**config.mk**
```make
export PLATFORM = sky130hd
export DESIGN_NAME = regfile_write_scheduler
export DESIGN_NICKNAME = d
export VERILOG_FILES = /design/src/rtl/regfile_pkg.sv /design/src/rtl/regfile_write_scheduler_fifo.sv /design/src/rtl/regfile_write_scheduler.sv
export SDC_FILE = /design/constraint.sdc
export NUM_CORES = 1
export LEC_CHECK = 0
export BUFFER_PORTS_ARGS = -buffer_cell sky130_fd_sc_hd__buf_4
export CORE_AREA = 4 4 155 157
export CTS_CLUSTER_SIZE = 24
export DETAILED_ROUTE_END_ITERATION = 16
export DIE_AREA = 0 0 159 161
export PLACE_DENSITY = 0.67
export SYNTH_ARGS = -nofsm -noshare
export SYNTH_HDL_FRONTEND = slang
export SYNTH_HIERARCHICAL = 1
export SYNTH_SLANG_ARGS = --single-unit
```
**constraint.sdc**
```tcl
create_clock -name clock -period 3.7 [get_ports clock]
set_input_delay 0.185 -clock clock [delete_from_list [all_inputs] [get_ports clock]]
set_output_delay 0.185 -clock clock [all_outputs]
set_load 0.05 [all_outputs]
```
**src/rtl/regfile_pkg.sv**
```systemverilog
// Shared types and constants for the register-file write scheduler.
package regfile_pkg;

  localparam int XLEN       = 32;
  localparam int REG_ADDR_W = 5;
  localparam int NUM_REGS   = 32;

  // One write request for the register file port.
  typedef struct packed {
    logic [REG_ADDR_W-1:0] rd;
    logic [XLEN-1:0]       data;
  } wb_req_t;

  typedef enum logic {
    NORMAL = 1'b0,
    DRAIN  = 1'b1
  } sched_state_t;

  // One-hot mask for a register index, used by the pending scoreboard.
  function automatic logic [NUM_REGS-1:0] rd_onehot(input logic [REG_ADDR_W-1:0] r);
    logic [NUM_REGS-1:0] m;
    m    = '0;
    m[r] = 1'b1;
    return m;
  endfunction

endpackage

```
**src/rtl/regfile_write_scheduler_fifo.sv**
```systemverilog
// Small circular buffer holding long-latency results until they win the write port.
module wb_result_fifo
  import regfile_pkg::*;
#(
  parameter int DEPTH = 4
) (
  input  logic                   clock,
  input  logic                   reset,
  input  logic                   push,
  input  wb_req_t                push_data,
  input  logic                   pop,
  output wb_req_t                pop_data,
  output logic                   full,
  output logic                   empty,
  output logic [$clog2(DEPTH):0] count
);

  localparam int PTR_W = $clog2(DEPTH);

  wb_req_t          mem_q [DEPTH];
  logic [PTR_W-1:0] wr_ptr_q, wr_ptr_d;
  logic [PTR_W-1:0] rd_ptr_q, rd_ptr_d;
  logic [PTR_W:0]   count_q, count_d;
  logic             do_push;
  logic             do_pop;

  assign full     = (count_q == (PTR_W+1)'(DEPTH));
  assign empty    = (count_q == (PTR_W+1)'(0));
  assign count    = count_q;
  assign pop_data = mem_q[rd_ptr_q];
  // Guard against overflow/underflow even if a caller misbehaves.
  assign do_push  = push && !full;
  assign do_pop   = pop && !empty;

  // Pointer and occupancy update; pointers wrap naturally since DEPTH is a power of two.
  always_comb begin
    wr_ptr_d = wr_ptr_q;
    rd_ptr_d = rd_ptr_q;
    count_d  = count_q;
    if (do_push) wr_ptr_d = wr_ptr_q + PTR_W'(1);
    else         wr_ptr_d = wr_ptr_q;
    if (do_pop)  rd_ptr_d = rd_ptr_q + PTR_W'(1);
    else         rd_ptr_d = rd_ptr_q;
    case ({do_push, do_pop})
      2'b10:   count_d = count_q + (PTR_W+1)'(1);
      2'b01:   count_d = count_q - (PTR_W+1)'(1);
      default: count_d = count_q;
    endcase
  end

  // Control state; contents are discarded on reset simply by clearing the pointers.
  always_ff @(posedge clock) begin
    if (!reset) begin
      wr_ptr_q <= '0;
      rd_ptr_q <= '0;
      count_q  <= '0;
    end else begin
      wr_ptr_q <= wr_ptr_d;
      rd_ptr_q <= rd_ptr_d;
      count_q  <= count_d;
    end
  end

  // Storage array, written only on an accepted push.
  always_ff @(posedge clock) begin
    if (do_push) mem_q[wr_ptr_q] <= push_data;
  end

endmodule

```
**src/rtl/regfile_write_scheduler.sv**
```systemverilog
// Owns the register file write port: WB has priority, long-latency results are queued,
// a pending scoreboard feeds decode hazards, and a starvation FSM can freeze the pipeline.
module regfile_write_scheduler
  import regfile_pkg::*;
#(
  parameter int FIFO_DEPTH   = 4,
  parameter int STARVE_LIMIT = 8
) (
  input  logic            clock,
  input  logic            reset,
  input  logic            wbValid,
  input  logic [4:0]      wbRd,
  input  logic [XLEN-1:0] wbData,
  input  logic            mdValid,
  output logic            mdReady,
  input  logic [4:0]      mdRd,
  input  logic [XLEN-1:0] mdData,
  input  logic            issueValid,
  input  logic [4:0]      issueRd,
  input  logic [4:0]      rs1,
  input  logic [4:0]      rs2,
  input  logic [4:0]      rdQ,
  output logic            hazardStall,
  output logic            pipelineStall,
  output logic            registerWrite,
  output logic [4:0]      rd,
  output logic [XLEN-1:0] writeData
);

  localparam int CNT_W = $clog2(STARVE_LIMIT + 1);

  sched_state_t                state_q, state_d;
  logic [CNT_W-1:0]            starve_q, starve_d;
  logic [NUM_REGS-1:0]         pending_q, pending_d;
  logic                        register_write_q, register_write_d;
  logic [4:0]                  rd_q, rd_d;
  logic [XLEN-1:0]             write_data_q, write_data_d;
  logic                        src_md_q, src_md_d;
  logic                        pipeline_stall_q, pipeline_stall_d;

  wb_req_t                     fifo_head;
  wb_req_t                     md_req;
  wb_req_t                     sel_req;
  logic                        fifo_full, fifo_empty;
  logic [$clog2(FIFO_DEPTH):0] fifo_count;
  logic                        wb_win, md_accept, md_keep;
  logic                        fifo_pop, fifo_push, bypass;
  logic                        sel_valid, sel_from_md;
  logic [NUM_REGS-1:0]         set_mask, clr_mask;

  assign md_req.rd   = mdRd;
  assign md_req.data = mdData;

  // Ready only reflects occupancy, never the same-cycle pop.
  assign mdReady     = reset && !fifo_full;
  assign hazardStall = pending_q[rs1] | pending_q[rs2] | pending_q[rdQ];

  assign registerWrite = register_write_q;
  assign rd            = rd_q;
  assign writeData     = write_data_q;
  assign pipelineStall = pipeline_stall_q;

  wb_result_fifo #(.DEPTH(FIFO_DEPTH)) u_fifo (
    .clock     (clock),
    .reset     (reset),
    .push      (fifo_push),
    .push_data (md_req),
    .pop       (fifo_pop),
    .pop_data  (fifo_head),
    .full      (fifo_full),
    .empty     (fifo_empty),
    .count     (fifo_count)
  );

  // Port arbitration: a real WB write wins, then the FIFO head, then a same-cycle bypass.
  always_comb begin
    wb_win      = wbValid && (wbRd != 5'd0);
    md_accept   = mdValid && mdReady;
    md_keep     = md_accept && (mdRd != 5'd0);
    fifo_pop    = 1'b0;
    bypass      = 1'b0;
    sel_valid   = 1'b0;
    sel_from_md = 1'b0;
    sel_req     = '0;
    if (wb_win) begin
      sel_valid    = 1'b1;
      sel_req.rd   = wbRd;
      sel_req.data = wbData;
    end else if (!fifo_empty) begin
      fifo_pop    = 1'b1;
      sel_valid   = 1'b1;
      sel_from_md = 1'b1;
      sel_req     = fifo_head;
    end else if (md_keep) begin
      bypass      = 1'b1;
      sel_valid   = 1'b1;
      sel_from_md = 1'b1;
      sel_req     = md_req;
    end else begin
      sel_valid   = 1'b0;
    end
    // rd==0 results complete the handshake but are never stored.
    fifo_push = md_keep && !bypass;
  end

  // Next write-port values and scoreboard; a bit clears once its result is on the port, set wins.
  always_comb begin
    register_write_d = sel_valid;
    rd_d             = sel_valid ? sel_req.rd : 5'd0;
    write_data_d     = sel_valid ? sel_req.data : {XLEN{1'b0}};
    src_md_d         = sel_valid && sel_from_md;
    clr_mask         = (register_write_q && src_md_q) ? rd_onehot(rd_q) : {NUM_REGS{1'b0}};
    set_mask         = (issueValid && (issueRd != 5'd0)) ? rd_onehot(issueRd) : {NUM_REGS{1'b0}};
    pending_d        = ((pending_q & ~clr_mask) | set_mask) & ~{{(NUM_REGS-1){1'b0}}, 1'b1};
  end

  // Starvation FSM next state and starve counter.
  always_comb begin
    state_d  = state_q;
    starve_d = starve_q;
    case (state_q)
      NORMAL: begin
        if (!fifo_empty && wb_win) starve_d = starve_q + CNT_W'(1);
        else                       starve_d = '0;
        if (starve_d == CNT_W'(STARVE_LIMIT)) begin
          state_d  = DRAIN;
          starve_d = '0;
        end else begin
          state_d  = NORMAL;
        end
      end
      DRAIN: begin
        starve_d = '0;
        if (fifo_count == '0) state_d = NORMAL;
        else                  state_d = DRAIN;
      end
      default: begin
        state_d  = NORMAL;
        starve_d = '0;
      end
    endcase
  end

  // FSM output: request a freeze for every cycle spent draining.
  always_comb begin
    pipeline_stall_d = (state_d == DRAIN);
  end

  // FSM state register.
  always_ff @(posedge clock) begin
    if (!reset) state_q <= NORMAL;
    else        state_q <= state_d;
  end

  // Write port, scoreboard and counter registers; reset cancels any selected write.
  always_ff @(posedge clock) begin
    if (!reset) begin
      register_write_q <= 1'b0;
      rd_q             <= 5'd0;
      write_data_q     <= {XLEN{1'b0}};
      src_md_q         <= 1'b0;
      pending_q        <= {NUM_REGS{1'b0}};
      starve_q         <= '0;
      pipeline_stall_q <= 1'b0;
    end else begin
      register_write_q <= register_write_d;
      rd_q             <= rd_d;
      write_data_q     <= write_data_d;
      src_md_q         <= src_md_d;
      pending_q        <= pending_d;
      starve_q         <= starve_d;
      pipeline_stall_q <= pipeline_stall_d;
    end
  end

endmodule

```
* Word level (Yosys, flattened, before mapping)
Memories as Yosys holds them, arrays and structs flattened. A register that Yosys moved wholly into a read port is not among the register bits.
Index checks and enable logic that the tools add are counted.
** Word-level totals
- Register bits :: 83
- RAM bits :: 148
- Memories :: 1
- Logic and storage cells :: 90
- Output and inout bits :: 41
- Bits of input ports :: 99
** Cells by class
- Reduce and logical (&&, ||, !) cells :: 22
- Eq/ne operators :: 4
- Magnitude comparators :: 7
- $add $sub $neg :: 5
- Bitwise gates (word level) :: 6
- Multiplexer cells :: 34
** Memory list
- u_fifo.mem_q :: depth 4, width 37, rd ports 1, clocked after memory_dff 1, write ports 1, RTL line regfile_write_scheduler_fifo.sv:20 : wb_req_t mem_q [DEPTH];
** Operator list (count)
- 37-bit two-way mux :: 3
- 32-bit two-way mux :: 2
- 32-bit bitwise AND :: 1
- 32-bit NOT :: 1
- 32-bit OR :: 1
- 5-bit by 6-bit less-than comparator with 1-bit output, second input constant :: 5
- 1-bit two-way mux :: 16
- 1-bit binary-select mux with 5-bit select :: 3
- 5-bit nonzero test :: 3
- 1-bit logical AND :: 13
- 4-bit two-way mux :: 3
- 1-bit demux with 5-bit select :: 2
- 5-bit by 1-bit >= comparator with 1-bit output, second input constant :: 2
- 4-bit one-hot mux with 2 select lines :: 1
- 3-bit one-hot mux with 2 select lines :: 1
- 2-bit by 1-bit adder with 2-bit output, second input constant :: 2
- 4-bit by 1-bit adder with 4-bit output, second input constant :: 1
- 4-bit equality test, second input constant :: 1
- 2-bit two-way mux :: 2
- 3-bit by 1-bit adder with 3-bit output, second input constant :: 1
- 3-bit equality test, second input constant :: 1
- 1-bit zero test :: 3
- 3-bit zero test :: 1
- 3-bit by 1-bit subtractor with 3-bit output, second input constant :: 1
- 7 further kinds :: 8

* Longest topological paths before layout
- Word-level depth :: 13
- Gate-level depth with buffers :: 13

* By module
The synthesis kept the hierarchy.
** Modules (own cells, without submodules)
- wb_result_fifo :: seq. area each 4624.4 um^2, cells an instance 247, area each 5863.1 um^2, times used 1
- regfile_write_scheduler :: seq. area each 1501.4 um^2, cells an instance 466, area each 4172.8 um^2, times used 1

* Worst setup path after synthesis
OpenSTA, ideal clock, no wires.
- Path kind :: input to register
- Start point :: input port wbRd[2]
- End point :: register u_fifo.count_q[2], in the netlist u_fifo/count[2]
- Setup time :: 70 ps
- Data arrival time :: 2712 ps
- Slack :: 918 ps
- Cell stages on the path :: 12
- Cell sequence :: or4_1 o21a_1 buf_6 buf_2 nor2_1 nor2b_1 ha_1 inv_1 fa_1 xor2_1 or3_1 a21boi_1
** On the way
- Elaborated cells on any way between the ends :: 12
** RTL lines
- start, declared :: RTL line regfile_write_scheduler.sv:12 : input logic [4:0] wbRd,
- 5-bit nonzero test * :: RTL line regfile_write_scheduler.sv:77 : wb_win = wbValid && (wbRd != 5'd0);
- 1-bit logical AND * :: RTL line regfile_write_scheduler.sv:77
- 1-bit two-way mux * :: RTL line regfile_write_scheduler.sv:85 : if (wb_win) begin
- named net fifo_pop :: RTL line regfile_write_scheduler.sv:47 : logic fifo_pop, fifo_push, bypass;
- 1-bit logical AND * :: RTL line regfile_write_scheduler_fifo.sv:33 : assign do_pop = pop && !empty;
- named net u_fifo.do_pop :: RTL line regfile_write_scheduler_fifo.sv:25 : logic do_pop;
- 2-bit by 1-bit equality test with 1-bit output / 2-bit equality test (equally long branches) :: RTL line regfile_write_scheduler_fifo.sv:44 : case ({do_push, do_pop})
- 3-bit one-hot mux with 2 select lines / 2-bit nonzero test (equally long branches)
- end signal, assigned :: RTL line regfile_write_scheduler_fifo.sv:60 : count_q <= count_d;
- end, declared :: RTL line regfile_write_scheduler_fifo.sv:23 : logic [PTR_W:0] count_q, count_d;
Mark *: on every way through the listed nets, which the timed path passes. The rest lies on a longest branch.
A chain may end at the register's enable or synchronous reset.

* Worst setup path in the final report
- Start point :: input port wbRd[0]
- End point :: register rd_q[0], in the netlist rd[0]
** On the way
- Word-level cells in the longest chain between the ends :: 4
- Elaborated cells on any way between the ends :: 5
** Ends and longest elaborated chain
- 5-bit nonzero test :: RTL line regfile_write_scheduler.sv:77
- 1-bit logical AND :: RTL line regfile_write_scheduler.sv:77
- 1-bit two-way mux :: RTL line regfile_write_scheduler.sv:85
- 2-bit AND reduction (no source line)
- end signal, assigned :: RTL line regfile_write_scheduler.sv:167 : rd_q <= rd_d;
- end, declared :: RTL line regfile_write_scheduler.sv:36 : logic [4:0] rd_q, rd_d;
Several ways; a longest one is shown, not always the timed one.

==> results by group <==
STA
  • Slew HR: 0.2260
  • Final setup fails: 0
  • Fin crit share: 0.8171
  • F_max: 330.8 MHz
  • RSZ-0062 raised after global routing: false
  • Worst Max-Slew Pin Slew: 1.158 ns
  • Clock Skews: about 0.020 ns
  • Final Hold Vio Count: 0
  • Setup TNS: 0 ns
  • Final Max Tran Viols: 0
  • Fin crit period: ~3.0 ns

Flow run
  • MaxCap Viol Count: 0

Yosys
  • Top cell type's share of synthesized area: 0.4428
  • Post-synthesis cell count: between 700 and 800
  • Ys Warns: 6
  • Top post-synthesis cells by area: edfxtp_1, dfxtp_1, mux4_2
  • Seq/Total Area, Yosys: 0.6104
  • Syn Std Cell Area: around 10000 µm²
  • Top FF cell, synth: edfxtp_1
  • Syn Area/Cell: roughly 14 µm²
  • Syn_nets: just over 800
  • Post-synth cell types: 57
  • Post-synth EDFFs: around 150
  • Ys async rst share: 0
  • Number of synthesized register bits: 232
  • Cell taking the most area after synthesis: edfxtp_1

CTS
  • H-tree depth: 1
  • Cts repair resizes: 0
  • Clk_lat worst skew: between 0.5 and 0.6 ns
  • CTS Sinks: 232
  • Num CTS Buffers: 24
  • Buffer count from post-CTS setup fixing: 0
  • Maximum root-to-sink buffer count: 3
  • Clk slew on worst S/H paths: ~0.060 ns
  • CTS tree: done
  • Root buffer cell: clkbuf_16

Place
  • Gp weighted congestion: 0.8619
  • IO buf count: between 100 and 150
  • Dpl hpwl: roughly 15 mm

Critical path
  • Worst reg2reg path startpoint: u_fifo/count[1]
  • Worst EP required: roughly 4.1 ns
  • CP Buf/Inv Count: 5
  • Critical-path top delay cell: dlygate4sd3_1
  • Reg2reg path depth: 7
  • FF-to-FF End: rd[0]
  • CP delay by family, top: buffers and inverters
  • Worst path depth: 10
  • Most used cell, CP: buf_4
  • Crit end category: flop
  • Critical path class: input pin to flop
  • Startpoint Class: input pin
  • Max FO, Critical Path: a little under 70
  • R2R setup slack: roughly 0.76 ns
  • Crit path DAT: roughly 3.5 ns
  • Slowest stage delay, CP: around 0.59 ns
  • Worst-path cell chain: dlygate4sd3_1 -> buf_4 -> or4_1 -> o21a_2 -> buf_4 -> nor3b_4 -> buf_4 -> a222oi_1 -> dlygate4sd3_1 -> nor2_1

Floorplanning
  • Die Wd: 159 µm
  • Num ports: 140
  • Starting Density: 0.4460
  • Die Y: ~160 µm
  • Num rows: 55
  • Core area: approximately 23000 µm²
  • Die area: around 26000 µm²

Hold path
  • Worst Hold Depth: 3
  • Min-Delay Startpoint: wbData[1]
  • Worst hold path class: input pin to flop
  • Hold Path Sink: writeData[1]

Cells and area
  • N_diodes: 0
  • Area added between synthesis and finish: 28.20%
  • NumNets Final: about 1000
  • Fill cell count: ~1800
  • Proportion of layout cells with a drive suffix above 1: 0.2865

GRT
  • First-pass GRT wire length: ~40 mm
  • Largest net degree at the start of global routing: 70
  • All-Layer GR Usage: 0.1917
  • Overflow after GRT: 0
  • Initial antenna violation count: 0
  • Vias in the first global route: 7290

Detailed routing
  • Vias after detailed routing: roughly 7000
  • Routed vias/inst: about 5.7
  • DR WL met3: 1.562 mm
  • Drt first pass iters: 7
  • WL per Instance: a little over 20 µm
  • DRC errors left: 0
  • Met1 WL: around 11 mm
  • Metal2 WL: between 10 and 15 mm
  • DRT iter0 DRCs: 460
  • Final wirelength: about 25 mm
  • Max Used Layer: met4
  • Routed Antenna Nets: 0

Power and ir drop
  • Pleak: 4.473 nW
  • Peak supply drop: 0.3492 mV
  • Pwr Density: 466.8 nW/µm²
  • Total power: 6.006 mW

Status
  • Run status: completed
cells by family (layout without fill, tap and decap cells):
| group | count (synthesis) | count (layout) | share of synthesized area |
|---|---|---|---|
| compound gates | 135 | 135 | 0.09936 |
| xor+xnor | 5 | 5 | 0.004364 |
| fa+ha+maj | 7 | 7 | 0.009475 |
| buf+inv | 56 | 282 | 0.03167 |
| flops | 232 | 232 | 0.6104 |
| mux | 70 | 70 | 0.1334 |
| simple gates | 208 | 208 | 0.1113 |
placed cells by master, fill, tap and decap left out, types with 11 or more instances in the layout:
cell	instances
dfxtp_1	83
nor2_1	56
inv_1	12
edfxtp_1	148
nand2_1	54
a221oi_1	32
clkbuf_16	24
a21boi_0	32
nor3b_1	40
buf_4	151
dlygate4sd3_1	72
nor2b_1	11
o21ai_0	37
mux4_2	50
registers in the layout, indices dropped and copies added (netlist names), 2 cells and up, named ones only:
register / count
pending_q: 31
rd: 5
u_fifo/mem_q: 148
u_fifo/rd_ptr_q: 2
starve_q: 4
u_fifo/count: 3
u_fifo/wr_ptr_q: 2
writeData: 32
report_power, final:
part           internal (mW)  switching [mW]  total, mW
Sequential              2.81          0.0363       2.85
Combinational          0.281           0.367      0.648
Clock                   1.52           0.986       2.51
final cells by class:
class	count	area (µm²)	area share
Timing Repair Buffer	225	1894	0.1472
Multi-Input combinational cell	425	3605	0.2802
Tap cell	285	356.6	0.02772
Sequential cell	232	6127	0.4762
Inverter	13	48.80	0.003793
Clock inverter	15	195.2	0.01517
Clock buffer	29	639.4	0.04969
synth_stat cells (all sizes together) (11+ instances only):
cell type / instances
nor3b: 42
nor2: 56
nor2b: 11
edfxtp: 148
clkbuf: 20
a21boi: 34
buf: 23
o21ai: 38
mux4: 50
inv: 13
nand2: 54
a221oi: 37
dfxtp: 84
stage by stage:
stage,std cells,hold WS (ns),cell area [µm²],worst slack [ns],utilization
after detailed placement,1108,0.4021,11310,0.8104,0.5026
after global routing,1224,0.01634,12870,0.5274,0.5718
after floorplan,713,0.2839,10040,0.9176,-
final,1224,0.01423,12870,0.6768,0.5718
after global placement,1108,0.3999,11310,0.9060,0.5026
after CTS,1224,0.0002888,12870,0.6878,0.5718
layer usage:
layer / vias to the layer above / track usage
met5: - / 0
met4: 0 / 0.04694
met3: 27 / 0.03241
met2: 236 / 0.3323
met1: 3512 / 0.2542
li1: 3193 / -
worst reg2reg max path: stages, from the launching register on:
cell	delay (ns)
dfxtp_1	0.39
nor3_4	0.46
buf_4	0.52
nor3b_4	0.26
buf_4	0.45
a222oi_1	0.12
dlygate4sd3_1	0.59
nor2_1	0.09
what timing repair did:
action	in CTS	in global routing
setup endpoints to repair	0	0
hold buffers	72	0
hold endpoints to repair	182	0
worst max path at each step:
stage / start / end / slack (ns)
after global placement: u_fifo/count[1] / u_fifo/mem_q[1][34] / 0.91
after floorplan: wbRd[2] / u_fifo/count[2] / 0.92
after CTS: wbRd[0] / rd[0] / 0.69
after detailed placement: u_fifo/count[1] / u_fifo/mem_q[1][34] / 0.81
final: wbRd[0] / rd[0] / 0.68
after global routing: u_fifo/count[2] / u_fifo/count[2] / 0.53
Note: power is estimated with default switching activity, not from simulation.
